$ cat src/rtl/bifrost_pkg.sv
// Shared constants for the bifrost interrupt aggregator: register indices,
// source bit positions and the default source count.
package bifrost_pkg;

  localparam int NSRC_DEFAULT = 8;

  localparam logic [2:0] REG_STATUS  = 3'd0;
  localparam logic [2:0] REG_PENDING = 3'd1;
  localparam logic [2:0] REG_ENABLE  = 3'd2;
  localparam logic [2:0] REG_MODE    = 3'd3;
  localparam logic [2:0] REG_VECTOR  = 3'd4;

  localparam int SRC_VIA1     = 0;
  localparam int SRC_VIA2     = 1;
  localparam int SRC_UART     = 2;
  localparam int SRC_UART_TXB = 3;
  localparam int SRC_UART_RXB = 4;
  localparam int SRC_UART_TXA = 5;
  localparam int SRC_UART_RXA = 6;
  localparam int SRC_SPARE    = 7;

endpackage

$ cat src/rtl/bifrost_sync.sv
// N-stage flop synchroniser for one asynchronous input; clears to 0 on reset.
module bifrost_sync #(
  parameter int STAGES = 2
) (
  input  logic clock,
  input  logic reset,
  input  logic d,
  output logic q
);

  logic [STAGES-1:0] sync_reg;

  always_ff @(posedge clock or posedge reset) begin
    if (reset) begin
      sync_reg <= '0;
    end else begin
      sync_reg <= {sync_reg[STAGES-2:0], d};
    end
  end

  assign q = sync_reg[STAGES-1];

endmodule

$ cat src/rtl/bifrost_irq.sv
// Interrupt aggregator: synchronises, latches, masks and prioritises the
// peripheral IRQ lines into one registered active-low CPU IRQ.
// Optional vector-pull auto-acknowledge: define BIFROST_IRQ_AUTOACK_EN.
module bifrost_irq
  import bifrost_pkg::*;
#(
  parameter int NSRC        = NSRC_DEFAULT,
  parameter int SYNC_STAGES = 2
) (
  input  logic            clock,
  input  logic            reset,
  input  logic [NSRC-1:0] irq_src_n,
  input  logic            vecpull,
  input  logic            cs,
  input  logic            rw,
  input  logic [2:0]      reg_addr,
  input  logic [7:0]      wdata,
  output logic [7:0]      rdata,
  output logic            irq_n
);

  localparam logic [7:0] VALID_MASK = 8'((16'd1 << NSRC) - 16'd1);

  logic [7:0] asserted;
  logic [7:0] prev_reg, pending_reg, enable_reg, mode_reg;
  logic [7:0] pending_next, active, w1c, mode_chg, edge_set, edge_next, ack_mask;
  logic       irq_n_reg;
  logic       any;
  logic [2:0] idx;
  logic       wr, wr_pending, wr_enable, wr_mode;

  genvar gi;
  generate
    for (gi = 0; gi < 8; gi++) begin : g_src
      if (gi < NSRC) begin : g_on
        bifrost_sync #(.STAGES(SYNC_STAGES)) u_sync (
          .clock (clock),
          .reset (reset),
          .d     (~irq_src_n[gi]),
          .q     (asserted[gi])
        );
      end else begin : g_off
        assign asserted[gi] = 1'b0;
      end
    end
  endgenerate

  assign wr         = cs & ~rw;
  assign wr_pending = wr && (reg_addr == REG_PENDING);
  assign wr_enable  = wr && (reg_addr == REG_ENABLE);
  assign wr_mode    = wr && (reg_addr == REG_MODE);

  assign active = pending_reg & enable_reg;
  assign any    = |active;

  // Lowest index wins, so scan downwards and let the last hit stick.
  always_comb begin
    idx = 3'd0;
    for (int i = 7; i >= 0; i--) begin
      if (active[i]) idx = 3'(i);
    end
  end

`ifdef BIFROST_IRQ_AUTOACK_EN
  logic vp_sync, vp_prev_reg;

  bifrost_sync #(.STAGES(2)) u_vp_sync (
    .clock (clock),
    .reset (reset),
    .d     (~vecpull),
    .q     (vp_sync)
  );

  always_ff @(posedge clock or posedge reset) begin
    if (reset) vp_prev_reg <= 1'b0;
    else       vp_prev_reg <= vp_sync;
  end

  // Only the edge path consumes ack_mask, so level sources are untouched.
  assign ack_mask = (vp_sync && !vp_prev_reg && !irq_n_reg && any) ? (8'd1 << idx) : 8'd0;
`else
  logic unused_vecpull;
  assign unused_vecpull = vecpull;
  assign ack_mask       = 8'd0;
`endif

  assign w1c       = wr_pending ? (wdata & VALID_MASK) : 8'd0;
  assign mode_chg  = wr_mode ? ((wdata & VALID_MASK) ^ mode_reg) : 8'd0;
  assign edge_set  = asserted & ~prev_reg;
  // A new edge overrides any clear arriving on the same cycle.
  assign edge_next = edge_set | (pending_reg & ~(w1c | ack_mask));
  assign pending_next = ((mode_reg & edge_next) | (~mode_reg & asserted))
                        & ~mode_chg & VALID_MASK;

  always_ff @(posedge clock or posedge reset) begin
    if (reset) begin
      prev_reg    <= 8'd0;
      pending_reg <= 8'd0;
      enable_reg  <= 8'd0;
      mode_reg    <= 8'd0;
      irq_n_reg   <= 1'b1;
    end else begin
      prev_reg    <= asserted;
      pending_reg <= pending_next;
      if (wr_enable) enable_reg <= wdata & VALID_MASK;
      if (wr_mode)   mode_reg   <= wdata & VALID_MASK;
      irq_n_reg   <= ~any;
    end
  end

  assign irq_n = irq_n_reg;

  always_comb begin
    rdata = 8'h00;
    if (cs) begin
      case (reg_addr)
        REG_STATUS:  rdata = asserted;
        REG_PENDING: rdata = pending_reg;
        REG_ENABLE:  rdata = enable_reg;
        REG_MODE:    rdata = mode_reg;
        REG_VECTOR:  rdata = {any, 4'b0000, idx};
        default:     rdata = 8'h00;
      endcase
    end
  end

endmodule
$ cat config.mk
export PLATFORM = sky130hd
export DESIGN_NAME = bifrost_irq
export DESIGN_NICKNAME = d
export VERILOG_FILES = /design/src/rtl/bifrost_pkg.sv /design/src/rtl/bifrost_sync.sv /design/src/rtl/bifrost_irq.sv
export SDC_FILE = /design/constraint.sdc
export NUM_CORES = 1
export LEC_CHECK = 0
export CORE_ASPECT_RATIO = 2
export CORE_UTILIZATION = 49
export CTS_CLUSTER_SIZE = 24
export DETAILED_ROUTE_END_ITERATION = 10
export GPL_TIMING_DRIVEN = 0
export PLACE_DENSITY = 0.73
export SLEW_MARGIN = 20
export SYNTH_ARGS = -nofsm -noshare
export SYNTH_HDL_FRONTEND = slang
export SYNTH_SLANG_ARGS = --single-unit
$ cat constraint.sdc
create_clock -name clock -period 4 [get_ports clock]
set_input_delay 0.8 -clock clock [delete_from_list [all_inputs] [get_ports clock]]
set_output_delay 0.8 -clock clock [all_outputs]
set_load 0.01 [all_outputs]
==> reports/metrics.cfg, run 1 <==
[timing]
fin_skew_ns = 0.00613
finalMaxSlewViolations = 0
min_period_ns = 3.65
rsz0062_at_grt = no
relSlewSlack = 0.502
hold_viol = 0
tightest_slew_ns = 0.739
setup_ws_ns = 0.349
setup_tns_ns = 0
fmax_ghz = 0.274
fin_crit_sh = 0.913
finalSetupViolCount = 0

[layout]
fin_util = 0.621
multi_input_area_sq_um = 930
drive_above_1_share = 0.159
n_antenna_cell = 0
nets = 256
area_growth_pct = 20.3
num-fill-cells = 385
largest_reg_flops = 16
seq_area_sq_um = 1230

[grt]
grt_usage = 0.220
grt_pass1_wl_um = 8160
grt_max_degree = 35
grt_pass1_vias = 1664
overflow = 0
antenna_found_initial = 0

[die]
start_util = 0.516
die_w_um = 50.3
io_pins = 33
row_count = 34
die_area_sq_um = 4950
chipHeight_um = 98.5
core_sq_um = 4420

[detailed_routing]
first_pass_iters = 4
postRouteAntennaNets = 0
drc = 0
num_vias = 1620
wire_per_inst_um = 16.2
via_per_inst = 5.66
routed_wl_um = 4640
drtIter0Drc = 43

[clock_network]
cts_tree = built
clock_latency_ns = 0.30
cts_root_buf = clkbuf_8
cts_buffers = 5
cts_hold_buf = 0
cts_sinks = 49
clkTransAtPathRegs_ns = 0.09
clockBufferDepth = 2
cts_max_level = 2
cts_resized = 0
postCtsSetupBuffers = 0

[worst_setup_path]
cp.required_ns = 3.20
cp-start-kind = input pin
endpoint_kind = primary output
crit_arrival_ns = 2.85
critical_path_class = in2out
cp_max_fo = 7

[power]
vdd_drop_max_mv = 0.334
power_density_nw_per_um2 = 422
finalPower_mw = 1.16
p_leak_nw = 1.21

[run]
maxCapViolations = 0

[logic_synthesis]
synth_cells = 195
synth_largest_area_cell = dfrtp_1
syn-num-nets = 219
synth-seq-cells = 49
synthTopCellsByArea = dfrtp_1 (53%), mux2_4 (5.3%), mux4_2 (4.9%)
yosysUniqueCellTypes = 37
avgSynthCellArea_sq_um = 11.7
yosysWarnings = 0
ys_seq_area_frac = 0.538
yosysTopAreaCellShare = 0.526
synthesis.area_sq_um = 2280

[status]
outcome = finished clean

[place]
place_ws_ns = 0.370
portBuffers = 29
dp_hpwl_um = 3440
gp_congestion = 0.832

[worst_hold_path]
hold_path_class = reg2reg

-- synthesized netlist by cell type --
cell / count
and2_1: 3
a22oi_1: 6
a211oi_1: 5
mux4_2: 5
buf_4: 1
o32ai_1: 3
o211ai_1: 2
nor2b_4: 1
o21ai_0: 2
o22a_1: 3
nand2_4: 1
nand4_1: 1
nand2_1: 23
and3_1: 2
a32o_1: 1
buf_6: 5
dfrtp_1: 48
nor2_1: 11
mux2_4: 8
nand3_1: 10
a21oi_1: 10
buf_2: 1
and4bb_1: 1
a32oi_1: 2
o22ai_1: 4
mux2_2: 3
and4_1: 1
nand2b_1: 1
a21boi_0: 4
dfstp_2: 1
or2_2: 1
inv_1: 15
mux2i_1: 6
a22o_1: 1
nor2b_2: 1
a31oi_1: 1
nor3b_2: 1
-- worst max-delay path, stage by stage --
cell,delay (ns)
clkdlybuf4s50_1,0.59
inv_1,0.17
o21ai_0,0.63
nor2_1,0.15
clkdlybuf4s50_1,0.51
-- cell type report --
cell class              count  area share
flip-flops and latches     49       0.447
plain buffers               7      0.0251
multi-input cells         124       0.338
repair buffers             30       0.113
well taps                  54      0.0246
inverters                  15      0.0205
clock buffers               7      0.0314
-- report_power, final --
group	switching (mW)	leakage, nW	internal, mW
Sequential	0.0652	0.584	0.565
Combinational	0.102	0.582	0.138
Clock	0.151	0.0443	0.137
-- cell families after synthesis --
group | after synthesis | synth area share
compound gates | 44 | 0.135
simple gates | 58 | 0.129
mux | 22 | 0.143
buf+inv | 22 | 0.0548
flops | 49 | 0.538
-- stage by stage --
step                instance area, sq um  hold WS, ns  std cells
floorplan                           2280        0.331        195
global placement                    2640        0.332        278
detailed placement                  2660        0.338        279
CTS                                 2750        0.355        286
global route                        2750        0.363        286
finish                              2750        0.351        286
-- metal layers --
| metal | track usage | wire (um) | vias to the layer above |
|---|---|---|---|
| met3 | 0.0386 | 140 | 8 |
| met1 | 0.270 | 1890 | 803 |
| met4 | 0.0857 | 95 | 0 |
| met2 | 0.375 | 2520 | 40 |
| li1 | - | - | 769 |
| met5 | 0 | 0 | - |
-- final timing paths --
kind | cells past startpoint | start | slack [ns] | endpoint
worst max-delay path | 5 | reg_addr[2] | 0.35 | rdata[4]
worst min-delay path | 0 | g_src[7].g_on.u_sync.sync_reg[0]$_DFF_PP0_ | 0.35 | g_src[7].g_on.u_sync.sync_reg[1]$_DFF_PP0_
worst max register to register | 4 | pending_reg[1]$_DFF_PP0_ | 2.92 | pending_reg[1]$_DFF_PP0_
worst min register to register | 0 | g_src[7].g_on.u_sync.sync_reg[0]$_DFF_PP0_ | 0.35 | g_src[7].g_on.u_sync.sync_reg[1]$_DFF_PP0_
max in group asynchronous | 3 | reset | 2.67 | irq_n$_DFF_PP1_
min in group asynchronous | 2 | reset | 0.78 | mode_reg[1]$_DFFE_PP0P_
-- cell usage in the layout, fill, tap and decap left out, types with 2 or more instances in the layout --
| cell type | instances |
|---|---|
| mux2_4 | 8 |
| a32oi_1 | 2 |
| and2_1 | 3 |
| o22a_1 | 3 |
| mux2_2 | 3 |
| buf_6 | 5 |
| mux2i_1 | 6 |
| clkbuf_8 | 6 |
| nor2_1 | 11 |
| nand3_1 | 10 |
| clkdlybuf4s50_1 | 29 |
| a22oi_1 | 6 |
| o21ai_0 | 2 |
| o32ai_1 | 3 |
| nand2_1 | 23 |
| inv_1 | 14 |
| dfrtp_1 | 48 |
| o22ai_1 | 4 |
| mux4_2 | 5 |
| a21oi_1 | 10 |
| a21boi_0 | 4 |
| and3_1 | 2 |
| o211ai_1 | 2 |
| a211oi_1 | 5 |
Power figures use the tool's default switching activity.
==> run 2, diff against run 1 <==
Settings changed: SLEW_MARGIN 20 to unset.
==> run 2 against run 1 <==
  * Global-route usage is 0.26 points higher
  * Non-clock buffer count unchanged
  * Via count is 2.7% higher
  * Hold slack improved by 0.0025 ns
  * Highest routed layer unchanged
  * Die area stayed put
  * Flip-flop and latch count stayed put
==> reports/metrics.cfg, run 2 (synthesis results as in run 1) <==
[status]
outcome = finished clean

[layout]
final_common_cell = dfrtp_1
n_antenna_cell = 0  ; unchanged
fin_util = 0.619  ; -0.00141
num-fill-cells = 388  ; +0.78%
drive_above_1_share = 0.155  ; -0.00498
multi_input_area_sq_um = 930  ; unchanged
largest_reg_flops = 16  ; unchanged
final_cell_mix = dfrtp_1 (48), clkdlybuf4s50_1 (29), nand2_1 (23), inv_1 (14), nor2_1 (11)
seq_area_sq_um = 1230  ; unchanged
nets = 256  ; unchanged
area_growth_pct = 20.1
final_cells = 287  ; +0.35%
fin_area_sq_um = 2740  ; -0.23%

[die]
io_pins = 33  ; unchanged
start_util = 0.516  ; unchanged
die_w_um = 50.3  ; unchanged
die_area_sq_um = 4950  ; unchanged
core_sq_um = 4420  ; unchanged
chipHeight_um = 98.5  ; unchanged
row_count = 34  ; unchanged

[worst_setup_path]
cp.required_ns = 3.20  ; about the same
crit_end = rdata[4]
slowest_stage = o21ai_0
endpoint_kind = primary output
slowest_delay_ns = 0.63  ; about the same
cp_max_fo = 7  ; unchanged
r2r_setup_slack_ns = 2.92  ; about the same
crit_start = reg_addr[2]
r2r-start = mode_reg[6]$_DFFE_PP0P_
r2r_cells = 3  ; -1
critical_path_class = in2out
crit_arrival_ns = 2.83  ; -0.02 ns
rr_endpoint = pending_reg[6]$_DFF_PP0_
crit_path_frequent_cell = clkdlybuf4s50_1
path_cells = clkdlybuf4s50_1 -> inv_1 -> o21ai_0 -> nor2_1 -> clkdlybuf4s50_1
cp-start-kind = input pin

[place]
portBuffers = 29  ; unchanged
dp_hpwl_um = 3480  ; +1.2%
gp_congestion = 0.832  ; unchanged
dp.cells = 279  ; unchanged
place_area_sq_um = 2660  ; unchanged
place_ws_ns = 0.389  ; +0.0187 ns

[detailed_routing]
num_vias = 1664  ; +2.7%
routed_wl_um = 4650  ; +0.28%
via_per_inst = 5.80  ; +2.4%
drtIter0Drc = 40  ; -7.0%
wire_per_inst_um = 16.2  ; about the same
postRouteAntennaNets = 0  ; unchanged
first_pass_iters = 4  ; unchanged
drc = 0  ; unchanged

[timing]
min_period_ns = 3.63  ; -0.0229 ns
rsz0062_at_grt = no
setup_ws_ns = 0.372  ; +0.0229 ns
fin_skew_ns = 0.00647  ; +0.000342 ns
fmax_ghz = 0.276  ; +0.63%
setup_tns_ns = 0  ; unchanged
finalMaxSlewViolations = 0  ; unchanged
hold_viol = 0  ; unchanged
tightest_slew_ns = 0.741  ; +0.00166 ns
finalSetupViolCount = 0  ; unchanged
relSlewSlack = 0.501  ; -0.00112
fin_crit_sh = 0.907  ; -0.00573

[power]
p_clk_frac = 0.239  ; -0.010
combPwrFrac = 0.210  ; +0.003
switching_share = 0.278  ; +0.00318
vdd_drop_max_mv = 0.330  ; -1.1%
intPower_mw = 0.828  ; -1.5%
power.switching_mw = 0.318  ; about the same
power_density_nw_per_um2 = 418  ; -0.88%
p_leak_nw = 1.21  ; -0.40%
power_frac_seq = 0.551  ; +0.007

[clock_network]
clockBufferDepth = 2  ; unchanged
cts_tree = built
cts_max_level = 2  ; unchanged
postCtsSetupBuffers = 0  ; unchanged
cts_root_buf = clkbuf_8
cts_sinks = 49  ; unchanged
clkTransAtPathRegs_ns = 0.08  ; about the same
cts_resized = 0  ; unchanged
cts_hold_buf = 0  ; unchanged
clock_latency_ns = 0.30  ; about the same
cts_buffers = 5  ; unchanged

[grt]
grt_max_degree = 40  ; +14%
grt_pass1_wl_um = 8250  ; +1.1%
overflow = 0  ; unchanged
grt_pass1_vias = 1747  ; +5.0%
antenna_found_initial = 0  ; unchanged
grt_usage = 0.223  ; +0.00263

[worst_hold_path]
hold_path_class = reg2reg
min_path_cells = 0  ; unchanged
hold_path_startpoint = g_src[5].g_on.u_sync.sync_reg[0]$_DFF_PP0_

[run]
maxCapViolations = 0  ; unchanged

## run 2: routing by layer
metal,wire length [um],global-route usage,vias up
met2,2540,0.372,37
met3,131,0.0432,7
li1,-,-,767
met4,90,0.114,0
met1,1890,0.265,853
met5,0,0,-
## run 2: power by group through the flow
stage | sequential (mW) | combinational [mW] | clock, mW
3_5_place_dp | 0.640 | 0.242 | 0
5_1_grt | 0.643 | 0.267 | 0.307
6_report | 0.632 | 0.241 | 0.274
2_1_floorplan | 0.622 | 0.166 | 0
3_3_place_gp | 0.637 | 0.231 | 0
4_1_cts | 0.631 | 0.243 | 0.283
## run 2: how the worst min path moves through the flow
stage,endpoint,slack (ns)
floorplan,g_src[0].g_on.u_sync.sync_reg[1]$_DFF_PP0_,0.33
global placement,g_src[3].g_on.u_sync.sync_reg[1]$_DFF_PP0_,0.33
detailed placement,g_src[5].g_on.u_sync.sync_reg[1]$_DFF_PP0_,0.34
CTS,g_src[5].g_on.u_sync.sync_reg[1]$_DFF_PP0_,0.36
global route,g_src[5].g_on.u_sync.sync_reg[1]$_DFF_PP0_,0.37
finish,g_src[5].g_on.u_sync.sync_reg[1]$_DFF_PP0_,0.35
## run 2: per-stage QoR
stage                     total power, mW  hold slack (ns)
final                                1.15            0.354
after global routing                 1.22            0.371
after CTS                            1.16            0.357
after detailed placement            0.882            0.338
after global placement              0.869            0.332
after floorplan                     0.789            0.331
## run 2: worst max-delay path: cells and delay by family
kind	cells	cell delay [ns]
buffers and inverters	3	1.25
and+or+nand+nor	1	0.15
AOI/OAI and AO/OA	1	0.63
## run 2: final cells by class
class                      count  area share
tap                           54      0.0247
timing repair buffer          30       0.113
sequential                    49       0.448
inverter                      15      0.0205
multi-input combinational    124       0.339
clock buffer                   8      0.0292
buffer                         7      0.0251
